--- config.mk ---
export PLATFORM = sky130hd
export DESIGN_NAME = hex_scan_driver
export DESIGN_NICKNAME = d
export VERILOG_FILES = /design/src/rtl/hex_pkg.sv /design/src/rtl/hex7seg_decode.sv /design/src/rtl/hex_scan_driver.sv
export SDC_FILE = /design/constraint.sdc
export NUM_CORES = 1
export LEC_CHECK = 0
export BUFFER_PORTS_ARGS = -buffer_cell sky130_fd_sc_hd__clkbuf_2
export CELL_PAD_IN_SITES_DETAIL_PLACEMENT = 1
export CELL_PAD_IN_SITES_GLOBAL_PLACEMENT = 1
export CORE_MARGIN = 8
export CORE_UTILIZATION = 25
export CTS_CLUSTER_SIZE = 20
export DETAILED_ROUTE_END_ITERATION = 7
export PLACE_DENSITY = 0.51
export SLEW_MARGIN = 20
export SYNTH_ARGS = -nofsm -noshare
export SYNTH_HDL_FRONTEND = slang
export SYNTH_SLANG_ARGS = --single-unit
--- constraint.sdc ---
create_clock -name clk_i -period 4.6 [get_ports clk_i]
set_input_delay 0.46 -clock clk_i [delete_from_list [all_inputs] [get_ports clk_i]]
set_output_delay 0.46 -clock clk_i [all_outputs]
set_load 0.05 [all_outputs]
--- src/rtl/hex_pkg.sv ---
// ============================================================================
// Module  : hex_pkg
// Purpose : Shared definitions for the hex display blocks: digit count, scan
//           state encoding, the 7-segment glyph table and the leading-zero
//           hide mask helper.
// Ports   : none (package)
// Revision: 1.0 - initial release
// ============================================================================
`default_nettype none

package hex_pkg;

    localparam int NUM_DIGITS = 4;

    typedef enum logic [0:0] {
        DEAD  = 1'b0,
        DRIVE = 1'b1
    } state_t;

    // Glyphs, active-high, bit0 = a ... bit6 = g. Packed so that index n
    // selects the glyph for nibble value n (first entry listed is index 15).
    localparam logic [15:0][6:0] SEG_LUT = {
        7'h71, 7'h79, 7'h5E, 7'h39,   // F E d C
        7'h7C, 7'h77, 7'h6F, 7'h7F,   // b A 9 8
        7'h07, 7'h7D, 7'h6D, 7'h66,   // 7 6 5 4
        7'h4F, 7'h5B, 7'h06, 7'h3F    // 3 2 1 0
    };

    // Bit k set means digit k is a leading zero that must stay dark.
    // Digit 0 is never hidden so a value of zero still shows "0".
    function automatic logic [NUM_DIGITS-1:0] lz_hide_mask(
        input logic [4*NUM_DIGITS-1:0] num,
        input logic                    lz_en
    );
        logic [NUM_DIGITS-1:0] mask;
        logic                  upper_zero;
        mask       = '0;
        upper_zero = 1'b1;
        for (int k = NUM_DIGITS - 1; k >= 1; k--) begin
            upper_zero = upper_zero & (num[4*k +: 4] == 4'h0);
            mask[k]    = lz_en & upper_zero;
        end
        return mask;
    endfunction

endpackage

`default_nettype wire

--- src/rtl/hex7seg_decode.sv ---
// ============================================================================
// Module  : hex7seg_decode
// Purpose : Combinational hex nibble to 7-segment decoder, active-low output.
// Ports   : nibble_i [3:0]  value 0..F
//           seg_n_o  [6:0]  cathodes, active-low, bit0 = a ... bit6 = g
// Revision: 1.0 - initial release
// ============================================================================
`default_nettype none

module hex7seg_decode
    import hex_pkg::*;
(
    input  logic [3:0] nibble_i,
    output logic [6:0] seg_n_o
);

    assign seg_n_o = ~SEG_LUT[nibble_i];

endmodule

`default_nettype wire

--- src/rtl/hex_scan_driver.sv ---
// ============================================================================
// Module  : hex_scan_driver
// Purpose : Time-multiplexes four common-anode 7-segment digits with
//           dead-time between digits, leading-zero blanking and a per-frame
//           snapshot of the displayed value and controls.
// Ports   : clk_i          system clock
//           rst_i          asynchronous active-high reset
//           number_i[15:0] value, nibble k -> digit k (digit 0 rightmost)
//           digit_en_i[3:0] per-digit enable
//           dp_i[3:0]      per-digit decimal point, active-high
//           lz_blank_i     leading-zero blanking enable
//           seg_o[6:0]     cathodes, active-low
//           dp_o           decimal-point cathode, active-low
//           an_o[3:0]      anodes, active-low
//           frame_o        one-clock pulse at each frame start
// Revision: 1.0 - initial release
// ============================================================================
`default_nettype none

module hex_scan_driver
    import hex_pkg::*;
#(
    parameter int DIGIT_CYCLES = 100000,
    parameter int DEAD_CYCLES  = 1000
)
(
    input  logic        clk_i,
    input  logic        rst_i,
    input  logic [15:0] number_i,
    input  logic [3:0]  digit_en_i,
    input  logic [3:0]  dp_i,
    input  logic        lz_blank_i,
    output logic [6:0]  seg_o,
    output logic        dp_o,
    output logic [3:0]  an_o,
    output logic        frame_o
);

    localparam int MAX_CYCLES = (DIGIT_CYCLES > DEAD_CYCLES) ? DIGIT_CYCLES : DEAD_CYCLES;
    localparam int CNT_W      = (MAX_CYCLES > 1) ? $clog2(MAX_CYCLES) : 1;
    localparam logic [CNT_W-1:0] DIGIT_LAST = CNT_W'(DIGIT_CYCLES - 1);
    localparam logic [CNT_W-1:0] DEAD_LAST  = CNT_W'(DEAD_CYCLES - 1);

    state_t           state_q,  state_d;
    logic [1:0]       idx_q,    idx_d;
    logic [CNT_W-1:0] cnt_q,    cnt_d;
    logic [15:0]      num_s_q,  num_s_d;
    logic [3:0]       en_s_q,   en_s_d;
    logic [3:0]       dp_s_q,   dp_s_d;
    logic             lz_s_q,   lz_s_d;
    logic [6:0]       seg_q,    seg_d;
    logic             dp_q,     dp_d;
    logic [3:0]       an_q,     an_d;
    logic             frame_q,  frame_d;

    logic [3:0]       digit_nib;
    logic [6:0]       digit_seg_n;
    logic [3:0]       hide_mask;
    logic             digit_visible;

    // ------------------------------------------------------------------
    // Next-state: scan sequencing and frame snapshot
    // ------------------------------------------------------------------
    always_comb begin
        state_d = state_q;
        idx_d   = idx_q;
        cnt_d   = cnt_q + CNT_W'(1);
        num_s_d = num_s_q;
        en_s_d  = en_s_q;
        dp_s_d  = dp_s_q;
        lz_s_d  = lz_s_q;
        frame_d = 1'b0;
        case (state_q)
            DEAD: begin
                if (cnt_q == DEAD_LAST) begin
                    state_d = DRIVE;
                    cnt_d   = '0;
                    // Entering digit 0 starts a frame: freeze all display
                    // inputs so one scan never mixes old and new values.
                    if (idx_q == 2'd0) begin
                        num_s_d = number_i;
                        en_s_d  = digit_en_i;
                        dp_s_d  = dp_i;
                        lz_s_d  = lz_blank_i;
                        frame_d = 1'b1;
                    end
                end
            end
            DRIVE: begin
                if (cnt_q == DIGIT_LAST) begin
                    state_d = DEAD;
                    cnt_d   = '0;
                    idx_d   = idx_q + 2'd1;
                end
            end
            default: begin
                state_d = DEAD;
                cnt_d   = '0;
            end
        endcase
    end

    // ------------------------------------------------------------------
    // Output decode, evaluated on next-state values so the pins change on
    // the same edge as the state and are glitch-free.
    // ------------------------------------------------------------------
    assign digit_nib     = num_s_d[{idx_d, 2'b00} +: 4];
    assign hide_mask     = lz_hide_mask(num_s_d, lz_s_d);
    assign digit_visible = (state_d == DRIVE) && en_s_d[idx_d] && !hide_mask[idx_d];

    hex7seg_decode u_decode (
        .nibble_i (digit_nib),
        .seg_n_o  (digit_seg_n)
    );

    always_comb begin
        an_d  = 4'hF;
        seg_d = 7'h7F;
        dp_d  = 1'b1;
        if (digit_visible) begin
            an_d  = ~(4'b0001 << idx_d);
            seg_d = digit_seg_n;
            dp_d  = ~dp_s_d[idx_d];
        end
    end

    always_ff @(posedge clk_i or posedge rst_i) begin
        if (rst_i) begin
            state_q <= DEAD;
            idx_q   <= 2'd0;
            cnt_q   <= '0;
            num_s_q <= 16'h0000;
            en_s_q  <= 4'h0;
            dp_s_q  <= 4'h0;
            lz_s_q  <= 1'b0;
            seg_q   <= 7'h7F;
            dp_q    <= 1'b1;
            an_q    <= 4'hF;
            frame_q <= 1'b0;
        end else begin
            state_q <= state_d;
            idx_q   <= idx_d;
            cnt_q   <= cnt_d;
            num_s_q <= num_s_d;
            en_s_q  <= en_s_d;
            dp_s_q  <= dp_s_d;
            lz_s_q  <= lz_s_d;
            seg_q   <= seg_d;
            dp_q    <= dp_d;
            an_q    <= an_d;
            frame_q <= frame_d;
        end
    end

    assign seg_o   = seg_q;
    assign dp_o    = dp_q;
    assign an_o    = an_q;
    assign frame_o = frame_q;

endmodule

`default_nettype wire
==> impl_metrics.tcl <==
set metrics [dict create \
    slew_headroom_pct 56.9 \
    fp-row-count 41 \
    cts_hold_buf 0 \
    pwr-share-clk_pct 51.7 \
    yosysTopAreaCell "dfrtp_1" \
    synth_area_leaders "dfrtp_1 (36%), dfstp_2 (9.7%), mux2_2 (7.0%)" \
    fin_crit_ns 3.53 \
    grt_overflow_total 0 \
    p_sw_uw 245 \
    gp_congestion 0.760 \
    swShare_pct 21.6 \
    antenna_found_initial 0 \
    viasPerCell 4.45 \
    hold_violations 0 \
    fp.dieH_um 130 \
    routedWlPerCell_um 16.4 \
    holdCritPathClass "input port to async pin" \
    ys_types 46 \
    drive_gt1_share_pct 30.1 \
    fin_skew_ns 0.00641 \
    status "finished, final reports clean" \
    cp.arrival_ns 3.79 \
    ant_nets 0 \
    fmax_ghz 0.283 \
    intPower_uw 889 \
    io_pins 40 \
    core_um2 12600 \
    maxCapViolCount 0 \
    synthCells 295 \
    required_ns 4.85 \
    yosysSeqAreaShare_pct 45.3 \
    p_comb_share_pct 3.1 \
    setup_viol 0 \
    vias 2303 \
    fin_nets 375 \
    grt_pass1_wl_um 14300 \
    netlist.area_leader.share_pct 35.6 \
    worstPathMaxFanout 14 \
    die_w_um 130 \
    setup_slack_ns 1.07 \
    grt_pass1_vias 2503 \
    power.density_nw_per_um2 291 \
    drv_slew 0 \
    synthToLayoutAreaGrowth_pct 20.2 \
    avgSynthCellArea_um2 11.0 \
    initial_core_util_pct 25.6 \
    syn_nets 330 \
    port_buffers 39 \
    place_area_um2 3640 \
    post_cts_buffers 0 \
    yosys_register_bits 58 \
    drc 0 \
    path_class "flip-flop to flip-flop" \
    clk_pin_slew_ns 0.05 \
    syn_area_um2 3240 \
    synth_edf_count 0 \
    fin_tns_setup_ns 0 \
    clkSinkCount 58 \
    whs_ns 0.116 \
    seq_power_share_pct 45.1 \
    tritoncts.num_buffers 9 \
    clkLatencyLatePin_ns 0.33 \
    tightest_slew_ns 0.642 \
    drt-total-wl_um 8470 \
    htreeDepth 3 \
    end_kind "flip-flop" \
    cts-root-buf "clkbuf_16" \
    drt_iter0_drc 132 \
    final_area_um2 3890 \
    cts_tree "built" \
    cellLeakagePower_nw 1.81 \
    rsz0062_at_grt "no" \
    synth_ff_type "dfrtp_1" \
    ir_worst_vdd_mv 0.157 \
    cts.path.max_buffers 2 \
    cp-startpoint "idx_q[0]" \
    dieArea_um2 16800 \
    num_antenna_cells 0 \
    r2r_start "idx_q[0]" \
    dr.pass1.iters 4 \
    synth-async-reset-ratio_pct 100 \
    place_ws_ns 1.04 \
    start_kind "flip-flop" \
    dp_hpwl_um 6330 \
    post-route-period-util_pct 76.8 \
    grt_max_degree 41 \
    cts_resized 0 \
    track_usage_pct 11.2 \
    yosysWarnings 0 \
]
==> critical path, stage by stage (launching register included) <==
cell and delay [ns]:
dfrtp_1 0.32, buf_4 0.22, inv_1 0.16, ha_1 0.50, nand3_1 0.15, a21boi_4 0.19, inv_2 0.29, mux2_2 0.38
mux2i_1 0.39, inv_1 0.16, ha_1 0.27, mux2_2 0.28, nor2_1 0.08, o21ai_0 0.07
==> synth_stat cells, drive strengths merged, types with 2 or more instances <==
library cell	count
dfrtp	46
nand2	34
nor2	25
mux2	22
mux2i	18
inv	16
nand3	13
dfstp	12
xnor2	12
xor2	12
mux4	9
ha	8
buf	7
nor3	7
and3	6
o21ai	6
o31ai	5
clkbuf	4
o211ai	4
nor2b	3
nor4	3
a211oi	2
a22oi	2
and4	2
nand2b	2
nand4	2
o311ai	2
==> power by group through the flow <==
stage	sequential, mW	clock (mW)	combinational (mW)
2_1_floorplan	0.520	0	0.0137
3_3_place_gp	0.520	0	0.0369
3_5_place_dp	0.520	0	0.0368
4_1_cts	0.511	0.610	0.0371
5_1_grt	0.511	0.633	0.0405
6_report	0.512	0.586	0.0353
==> metrics by stage <==
stage	power, mW	utilization (%)	cells
global placement	0.557	28.8	501
finish	1.13	30.8	517
CTS	1.16	30.8	517
floorplan	0.533	-	295
global route	1.18	30.8	517
detailed placement	0.556	28.8	501
==> placed cells by master (no fill, tap or decap), types with 2 or more instances in the layout <==
master and count:
nand3_1 13, nor4_1 3, mux2i_1 18, clkbuf_16 9, clkbuf_2 39, mux2_4 2, dfstp_2 12, buf_4 6
mux4_2 8, inv_2 2, o211ai_1 4, clkbuf_1 6, xor2_1 12, ha_1 8, a22oi_1 2, o31ai_1 5
o311ai_0 2, dfrtp_1 46, nor3_1 6, nor2b_1 3, xnor2_1 12, inv_1 14, and4_1 2, nand2b_1 2
mux2_2 20, nand2_1 33, and3_1 6, nor2_1 25, a211oi_1 2, o21ai_0 6
==> metal layers <==
metal | track usage (%) | share of wire (%)
met1 | 14.9 | 49
met2 | 16.2 | 44
met3 | 2.94 | 4.7
met4 | 6.15 | 2.4
met5 | 0 | 0
==> state kept, by name, indices dropped and copies added (netlist names) <==
name	cells
cnt_q	17
num_s_q	16
seg_o	7
an_o	4
dp_s_q	4
en_s_q	4
idx_q	2
dp_o	1
frame_o	1
lz_s_q	1
state_q	1
==> kinds of logic after synthesis <==
kind of cell / synth area share (%)
muxes: 19.8
adders and majority gates: 3.09
and+or+nand+nor: 15.8
xor gates and xnor gates: 6.49
AOI/OAI and AO/OA: 5.99
DFF: 45.3
buffers and inverters: 3.52
==> final cells by class <==
class / count / area (µm²)
clock buffers: 15 / 248
clock inverters: 1 / 5.00
fillers: 1441 / 8730
inverters: 16 / 60.1
multi-input cells: 210 / 1660
flip-flops and latches: 58 / 1470
well taps: 172 / 215
repair buffers: 45 / 240
==> worst paths after layout <==
path                       depth (start not counted)  slack, ns         end
setup / recovery                                  13       1.07    seg_o[3]
hold / removal                                     2       0.12   cnt_q[15]
min in group clk_i                                 3       0.36   dp_s_q[0]
setup reg to reg                                  13       1.07    seg_o[3]
hold reg to reg                                    2       0.46   en_s_q[2]
max in group asynchronous                          3       3.59  num_s_q[2]
Power figures use the tool's default switching activity.
